--- src/rtl/tpu_ctrl_pkg.sv ---
`default_nettype none
// ============================================================================
// Module   : tpu_ctrl_pkg
// Purpose  : Shared types and constants for the TPU tile sequencer.
//            - seq_state_t : sequencer FSM state encoding
//            - c_MATRIX_SIZE / c_PIPE_LATENCY : array size and the default
//              ub_rd_en -> result-write latency (2*N+1 for an NxN array)
// Revision : 1.0 - initial release
// ============================================================================
package tpu_ctrl_pkg;

    localparam int c_MATRIX_SIZE  = 16;
    localparam int c_PIPE_LATENCY = 2 * c_MATRIX_SIZE + 1;

    typedef enum logic [2:0] {
        IDLE    = 3'd0,
        WLOAD   = 3'd1,
        WRELOAD = 3'd2,
        SETTLE  = 3'd3,
        STREAM  = 3'd4,
        DRAIN   = 3'd5,
        DONE    = 3'd6
    } seq_state_t;

endpackage
`default_nettype wire

--- src/rtl/tpu_valid_delay.sv ---
`default_nettype none
// ============================================================================
// Module   : tpu_valid_delay
// Purpose  : 1-bit shift register of depth DEPTH with synchronous clear.
//            Delays the UB read strobe so it lines up with the result word
//            arriving at the result SRAM input.
// Ports    : clk  - clock
//            rst  - synchronous active-high clear of every stage
//            din  - strobe in
//            dout - strobe delayed by exactly DEPTH cycles
// Revision : 1.0 - initial release
// ============================================================================
module tpu_valid_delay #(
    parameter int DEPTH = 33
) (
    input  logic clk,
    input  logic rst,
    input  logic din,
    output logic dout
);

    generate
        if (DEPTH == 1) begin : g_single
            logic r_q;
            always_ff @(posedge clk) begin
                if (rst) r_q <= 1'b0;
                else     r_q <= din;
            end
            assign dout = r_q;
        end else begin : g_chain
            logic [DEPTH-1:0] r_q;
            always_ff @(posedge clk) begin
                if (rst) r_q <= '0;
                else     r_q <= {r_q[DEPTH-2:0], din};
            end
            assign dout = r_q[DEPTH-1];
        end
    endgenerate

endmodule
`default_nettype wire

--- src/rtl/tpu_tile_sequencer.sv ---
`default_nettype none
// ============================================================================
// Module   : tpu_tile_sequencer
// Purpose  : Single-tile matmul controller for the systolic TPU datapath.
//            On an accepted start it pops a weight tile (unless weights are
//            reused), pulses the array weight reload, streams cfg_num_rows
//            UB rows and writes the delayed results to the result SRAM.
// Ports    : clk, rst                 - clock, synchronous active-high reset
//            start, reuse_weights     - job request and weight-reuse flag
//            cfg_src_base/dst_base    - UB / result SRAM base addresses
//            cfg_num_rows             - rows in this tile (0 = no-op job)
//            fifo_empty / fifo_read_enable - weight FIFO handshake
//            we_rl                    - systolic weight reload strobe
//            ub_rd_en / ub_address    - UB row read
//            res_write_enable / res_address - result SRAM write
//            busy, done               - job status / completion pulse
// Option   : TPU_SEQ_PERF_CNT_EN adds perf_cycles[31:0] (busy cycles) and
//            perf_stall[15:0] (WLOAD cycles with empty FIFO), both saturating.
// Revision : 1.0 - initial release
// ============================================================================
module tpu_tile_sequencer
    import tpu_ctrl_pkg::*;
#(
    parameter int ADDRESSSIZE  = 10,
    parameter int MATRIX_SIZE  = c_MATRIX_SIZE,
    parameter int PIPE_LATENCY = c_PIPE_LATENCY,
    parameter int WL_SETTLE    = 1
) (
    input  logic                   clk,
    input  logic                   rst,
    input  logic                   start,
    input  logic                   reuse_weights,
    input  logic [ADDRESSSIZE-1:0] cfg_src_base,
    input  logic [ADDRESSSIZE-1:0] cfg_dst_base,
    input  logic [ADDRESSSIZE-1:0] cfg_num_rows,
    input  logic                   fifo_empty,
    output logic                   fifo_read_enable,
    output logic                   we_rl,
    output logic                   ub_rd_en,
    output logic [ADDRESSSIZE-1:0] ub_address,
    output logic                   res_write_enable,
    output logic [ADDRESSSIZE-1:0] res_address,
    output logic                   busy,
    output logic                   done
`ifdef TPU_SEQ_PERF_CNT_EN
    ,
    output logic [31:0]            perf_cycles,
    output logic [15:0]            perf_stall
`endif
);

    // Counters carry one extra bit so a full 2^ADDRESSSIZE-1 row job never
    // aliases against the terminal compare.
    localparam int c_CW = ADDRESSSIZE + 1;
    // SETTLE always occupies at least one cycle, even with WL_SETTLE = 0.
    localparam int c_SETTLE_CYCLES = (WL_SETTLE < 1) ? 1 : WL_SETTLE;
    localparam int c_SW = $clog2(c_SETTLE_CYCLES + 1);

    generate
        if (PIPE_LATENCY < 1 || MATRIX_SIZE < 1) begin : g_bad_params
            $error("tpu_tile_sequencer: PIPE_LATENCY and MATRIX_SIZE must be >= 1");
        end
    endgenerate

    seq_state_t             r_state;
    seq_state_t             w_next;
    logic                   w_accept;
    logic                   r_pop;
    logic [ADDRESSSIZE-1:0] r_src;
    logic [ADDRESSSIZE-1:0] r_dst;
    logic [ADDRESSSIZE-1:0] r_rows;
    logic [c_CW-1:0]        r_rcnt;
    logic [c_CW-1:0]        r_wcnt;
    logic [c_CW-1:0]        w_wcnt_nxt;
    logic [c_CW-1:0]        w_rows_ext;
    logic [c_SW-1:0]        r_scnt;

    assign w_rows_ext = {1'b0, r_rows};
    assign w_wcnt_nxt = r_wcnt + {{ADDRESSSIZE{1'b0}}, res_write_enable};

    // ------------------------------------------------------------------
    // Next-state logic
    // ------------------------------------------------------------------
    always_comb begin
        w_next   = r_state;
        w_accept = 1'b0;
        case (r_state)
            IDLE: begin
                if (start) begin
                    w_accept = 1'b1;
                    if (cfg_num_rows == '0)  w_next = DONE;
                    else if (reuse_weights)  w_next = SETTLE;
                    else                     w_next = WLOAD;
                end
            end
            WLOAD:   if (r_pop) w_next = WRELOAD;
            WRELOAD: w_next = SETTLE;
            SETTLE:  if (r_scnt == c_SW'(c_SETTLE_CYCLES - 1)) w_next = STREAM;
            STREAM:  if (r_rcnt + c_CW'(1) == w_rows_ext) w_next = DRAIN;
            // Look at the post-increment count so done follows the last
            // write by exactly one cycle.
            DRAIN:   if (w_wcnt_nxt == w_rows_ext) w_next = DONE;
            DONE:    w_next = IDLE;
            default: w_next = IDLE;
        endcase
    end

    // ------------------------------------------------------------------
    // State, config and counters
    // ------------------------------------------------------------------
    always_ff @(posedge clk) begin
        if (rst) begin
            r_state <= IDLE;
            r_pop   <= 1'b0;
            r_src   <= '0;
            r_dst   <= '0;
            r_rows  <= '0;
            r_rcnt  <= '0;
            r_wcnt  <= '0;
            r_scnt  <= '0;
        end else begin
            r_state <= w_next;
            // Registered pop: issued in the first WLOAD cycle whose
            // preceding cycle saw a non-empty FIFO; one pop per tile.
            r_pop   <= (w_next == WLOAD) && !fifo_empty;
            if (w_accept) begin
                r_src  <= cfg_src_base;
                r_dst  <= cfg_dst_base;
                r_rows <= cfg_num_rows;
                r_rcnt <= '0;
                r_wcnt <= '0;
                r_scnt <= '0;
            end else begin
                if (r_state == SETTLE) r_scnt <= r_scnt + c_SW'(1);
                if (r_state == STREAM) r_rcnt <= r_rcnt + c_CW'(1);
                if (res_write_enable)  r_wcnt <= w_wcnt_nxt;
            end
        end
    end

    // ------------------------------------------------------------------
    // Outputs
    // ------------------------------------------------------------------
    assign fifo_read_enable = r_pop;
    assign we_rl            = (r_state == WRELOAD);
    assign ub_rd_en         = (r_state == STREAM);
    assign ub_address       = r_src + r_rcnt[ADDRESSSIZE-1:0];
    assign res_address      = r_dst + r_wcnt[ADDRESSSIZE-1:0];
    assign busy             = (r_state != IDLE) && (r_state != DONE);
    assign done             = (r_state == DONE);

    tpu_valid_delay #(
        .DEPTH (PIPE_LATENCY)
    ) u_valid_delay (
        .clk  (clk),
        .rst  (rst),
        .din  (ub_rd_en),
        .dout (res_write_enable)
    );

`ifdef TPU_SEQ_PERF_CNT_EN
    logic [31:0] r_perf_cycles;
    logic [15:0] r_perf_stall;

    always_ff @(posedge clk) begin
        if (rst) begin
            r_perf_cycles <= '0;
            r_perf_stall  <= '0;
        end else if (w_accept) begin
            r_perf_cycles <= '0;
            r_perf_stall  <= '0;
        end else begin
            if (busy && (r_perf_cycles != '1))
                r_perf_cycles <= r_perf_cycles + 32'd1;
            if ((r_state == WLOAD) && fifo_empty && (r_perf_stall != '1))
                r_perf_stall <= r_perf_stall + 16'd1;
        end
    end

    assign perf_cycles = r_perf_cycles;
    assign perf_stall  = r_perf_stall;
`endif

endmodule
`default_nettype wire

--- config.mk ---
export PLATFORM = sky130hd
export DESIGN_NAME = tpu_tile_sequencer
export DESIGN_NICKNAME = d
export VERILOG_FILES = /design/src/rtl/tpu_ctrl_pkg.sv /design/src/rtl/tpu_valid_delay.sv /design/src/rtl/tpu_tile_sequencer.sv
export SDC_FILE = /design/constraint.sdc
export NUM_CORES = 1
export LEC_CHECK = 0
export CAP_MARGIN = 20
export CORE_UTILIZATION = 43
export CTS_BUF_LIST = sky130_fd_sc_hd__clkbuf_4 sky130_fd_sc_hd__clkbuf_8
export DETAILED_ROUTE_END_ITERATION = 16
export PLACE_DENSITY = 0.67
export SETUP_SLACK_MARGIN = 0.05
export SLEW_MARGIN = 5
export SYNTH_ARGS = -nofsm -noshare
export SYNTH_HDL_FRONTEND = slang
export SYNTH_SLANG_ARGS = --single-unit
--- constraint.sdc ---
create_clock -name clk -period 3 [get_ports clk]
set_input_delay 0.9 -clock clk [delete_from_list [all_inputs] [get_ports clk]]
set_output_delay 0.9 -clock clk [all_outputs]
set_load 0.02 [all_outputs]
==> metrics, run 1 <==
outcome=finished with violations; failing checks=negative setup slack; number of max-cap violations=0; Netlist cell types=55; GRT Total Usage=0.201; Filler cells=929; placed standard-cell area=0.00554 mm²; Final Cell Area=0.00593 mm²; unrepaired setup endpoints after global routing=yes; mux cell area share after synthesis=0.00442; Final Hold Vio Count=0; synthesized area=0.00453 mm²; CTS tree=yes; area of the core=0.0103 mm²; Die Wd=105 µm; async set-reset flop share out of synthesis=0; vias per std cell=5.03; CTS root buf=clkbuf_8; Pleak=2.49 nW; sequential share of the synthesized area=0.397; Clock Sinks=90; Worst Path Buf+Inv=1; dpl ws=-0.570 ns; clk_skew=0.0109 ns; CTS H-tree depth=3; synthesized instance count=530; clock buffer count from CTS=9; vias after detailed routing=3840; crit path capture type=output pin; Final Max Tran Viols=0; Initial DRC Count=226; Synth Flop Type=dfxtp_1; metal2 WL=4840 µm; pwr dens=461 mW/mm²; worst-skew pair later-pin latency=0.36 ns; detailed placer's ending HPWL=7460 µm; cell family with most CP delay=compound AO/OA/AOI/OAI gates; Synth Area in Simple Gates=0.231; initial antenna violation count=0; Placer Congestion=0.883; Die Y=105 µm; post-route antenna net violation count=0; Crit Path Class=reg2out; I/O Pins=61; Remaining DRCs=0; largest family of logic cells by synthesized area=simple AND/OR/NAND/NOR gates; synthesized flop and latch total=90; Layout Utilization=0.577; initial core utilization=0.441; Slowest cell on crit path=a2111oi_4; CP Max Fanout=2; fraction of layout cells with a size suffix above 1=0.209; hold_sp=u_valid_delay.g_chain.r_q[4]$_SDFF_PP0_; die area=0.0110 mm²; setup violators final=8; crit-path most repeated cell=a21oi_2; adder-cell share of the synthesized area=0.0695; critical-path cell list=ha_4 -> a21o_1 -> a21oi_2 -> o21bai_2 -> a2111oi_4 -> o31ai_2 -> a21oi_2 -> xnor2_2 -> buf_4; post-synthesis compound-gate area fraction=0.137; PortBufs=60; Avg Cell Area, Syn=8.56 µm²; Slew headroom=0.549; total grt overflow=0; ant diodes=0; yosys warns=0; Placed Cells=741; worst-case clock buffer depth=2; highest metal used=met4; Total Wirelength=10300 µm; Post-Syn Nets=589; CP max stage delay=0.44 ns; flip-flop and latch area=0.00181 mm²; met1 WL=4990 µm; actual slew at the worst max-slew pin=0.676 ns; first-pass GRT wire length=17900 µm; Post-synth EDFFs=0; clk slew on worst S/H paths=0.09 ns; Area Overhead vs Synth=30.9%; reg2reg end=r_state[1]$_SDFF_PP0_; Pre-antenna DRT Iters=4; Detail Route met3 WL=417 µm; multi-input logic area=0.00270 mm²; Fmax=302 MHz; Hold Path End=u_valid_delay.g_chain.r_q[5]$_SDFF_PP0_; XOR/XNOR share of the synthesized area=0.116; Avg WL per Cell=13.5 µm; worst vdd ir=265 µV; clock period minus worst slack=3.31 ns; vias in the first global route=3886; fin crit share=1.10; row cnt=37; FF-to-FF Start=r_wcnt[0]$_SDFFE_PP0P_; final worst slack=-0.308 ns; CP Launch Type=flip-flop; worst r2r path cells=10; nets@finish=681; Hold Path Class=reg2reg; CP Data Required Time=2.10 ns; Reg2Reg Setup Slack=0.40 ns; hold path depth=1; final non-filler cell total=763; largest net degree at the start of global routing=66; CP arrival=2.41 ns
power by group:
part	switching [mW]	internal, mW	total [mW]
clock	0.470	0.408	0.878
sequential	0.0579	1.25	1.31
combinational	0.294	0.255	0.549
state kept, by name (all words and copies together) (netlist names):
signal                     count
u_valid_delay.g_chain.r_q     33
r_rcnt                        11
r_wcnt                        11
r_dst                         10
r_rows                        10
r_src                         10
r_state                        3
fifo_read_enable               1
r_scnt                         1
layout make-up:
type	instances	area share
Inverter	21	0.0139
Clock buffer	9	0.0209
Clock inverter	7	0.0156
Timing Repair Buffer	110	0.160
Tap cell	136	0.0287
Sequential cell	90	0.306
Multi-Input combinational cell	390	0.455
logic make-up after synthesis:
kind of cell | Yosys count
AND/OR/NAND/NOR | 205
AO/OA/AOI/OAI | 99
flip-flops | 90
XOR/XNOR | 60
buffers and inverters | 50
adder cells (fa/ha/maj) | 24
multiplexers | 2
placed cells by master (no fill, tap or decap), types with 10 or more instances in the layout:
| cell type | n |
|---|---|
| nor2b_1 | 36 |
| a21oi_1 | 45 |
| nor2_1 | 30 |
| dfxtp_1 | 80 |
| nand2_1 | 80 |
| clkdlybuf4s50_1 | 40 |
| o21ai_0 | 10 |
| buf_4 | 58 |
| dfxtp_2 | 10 |
| xor2_1 | 25 |
| inv_1 | 17 |
| ha_1 | 19 |
| xnor2_1 | 31 |
stage by stage:
stage	power (mW)	TNS [ns]	hold slack [ns]
after floorplan	1.65	0	0.414
after global placement	1.87	-2.95	0.417
after detailed placement	1.88	-3.18	0.421
after CTS	2.77	-1.78	0.444
after global routing	2.88	-2.88	0.457
final	2.73	-1.48	0.441
worst max-delay path by stage:
stage,depth (start not counted),endpoint,slack [ns],start
final,9,ub_address[9],-0.31,r_rcnt[1]$_SDFFE_PP0P_
after global routing,9,ub_address[9],-0.49,r_rcnt[1]$_SDFFE_PP0P_
after CTS,9,ub_address[9],-0.37,r_rcnt[1]$_SDFFE_PP0P_
after detailed placement,9,res_address[9],-0.57,r_dst[1]$_SDFFE_PP0P_
after global placement,9,ub_address[9],-0.53,r_src[1]$_SDFFE_PP0P_
after floorplan,8,res_address[9],0.06,r_wcnt[1]$_SDFFE_PP0P_
repair_timing:
action	in CTS	in global routing
endpoints found under the hold margin	0	0
hold buffers	0	0
cloned	0	0
endpoints found under the setup margin	18	16
gates resized for setup	93	25
pin swaps	25	17
buffers inserted	4	3
synthesized netlist by cell type (5+ instances only):
master	n	area (µm²)
nand2_1	80	300
a21oi_1	53	265
clkbuf_1	20	75.1
nor2b_1	36	225
inv_1	20	75.1
buf_2	5	25.0
a211oi_1	5	37.5
ha_1	22	275
o21ai_0	12	60.1
xnor2_1	35	307
nand3_1	8	40.0
xor2_1	25	219
dfxtp_1	90	1800
nand4_1	8	50.1
nor2_1	32	120
per-layer routing:
layer | track usage | up-vias
met3 | 0.0412 | 6
met2 | 0.329 | 79
met1 | 0.262 | 1769
li1 | - | 1986
met4 | 0.0704 | 0
met5 | 0 | -
Note: power is estimated with default switching activity, not from simulation.
==> inputs of run 2 (changes only) <==
Settings changed: CAP_MARGIN 20 to 5.
==> results of run 2 <==
No change in the layout: final DEF, timing and power equal those of run 1.
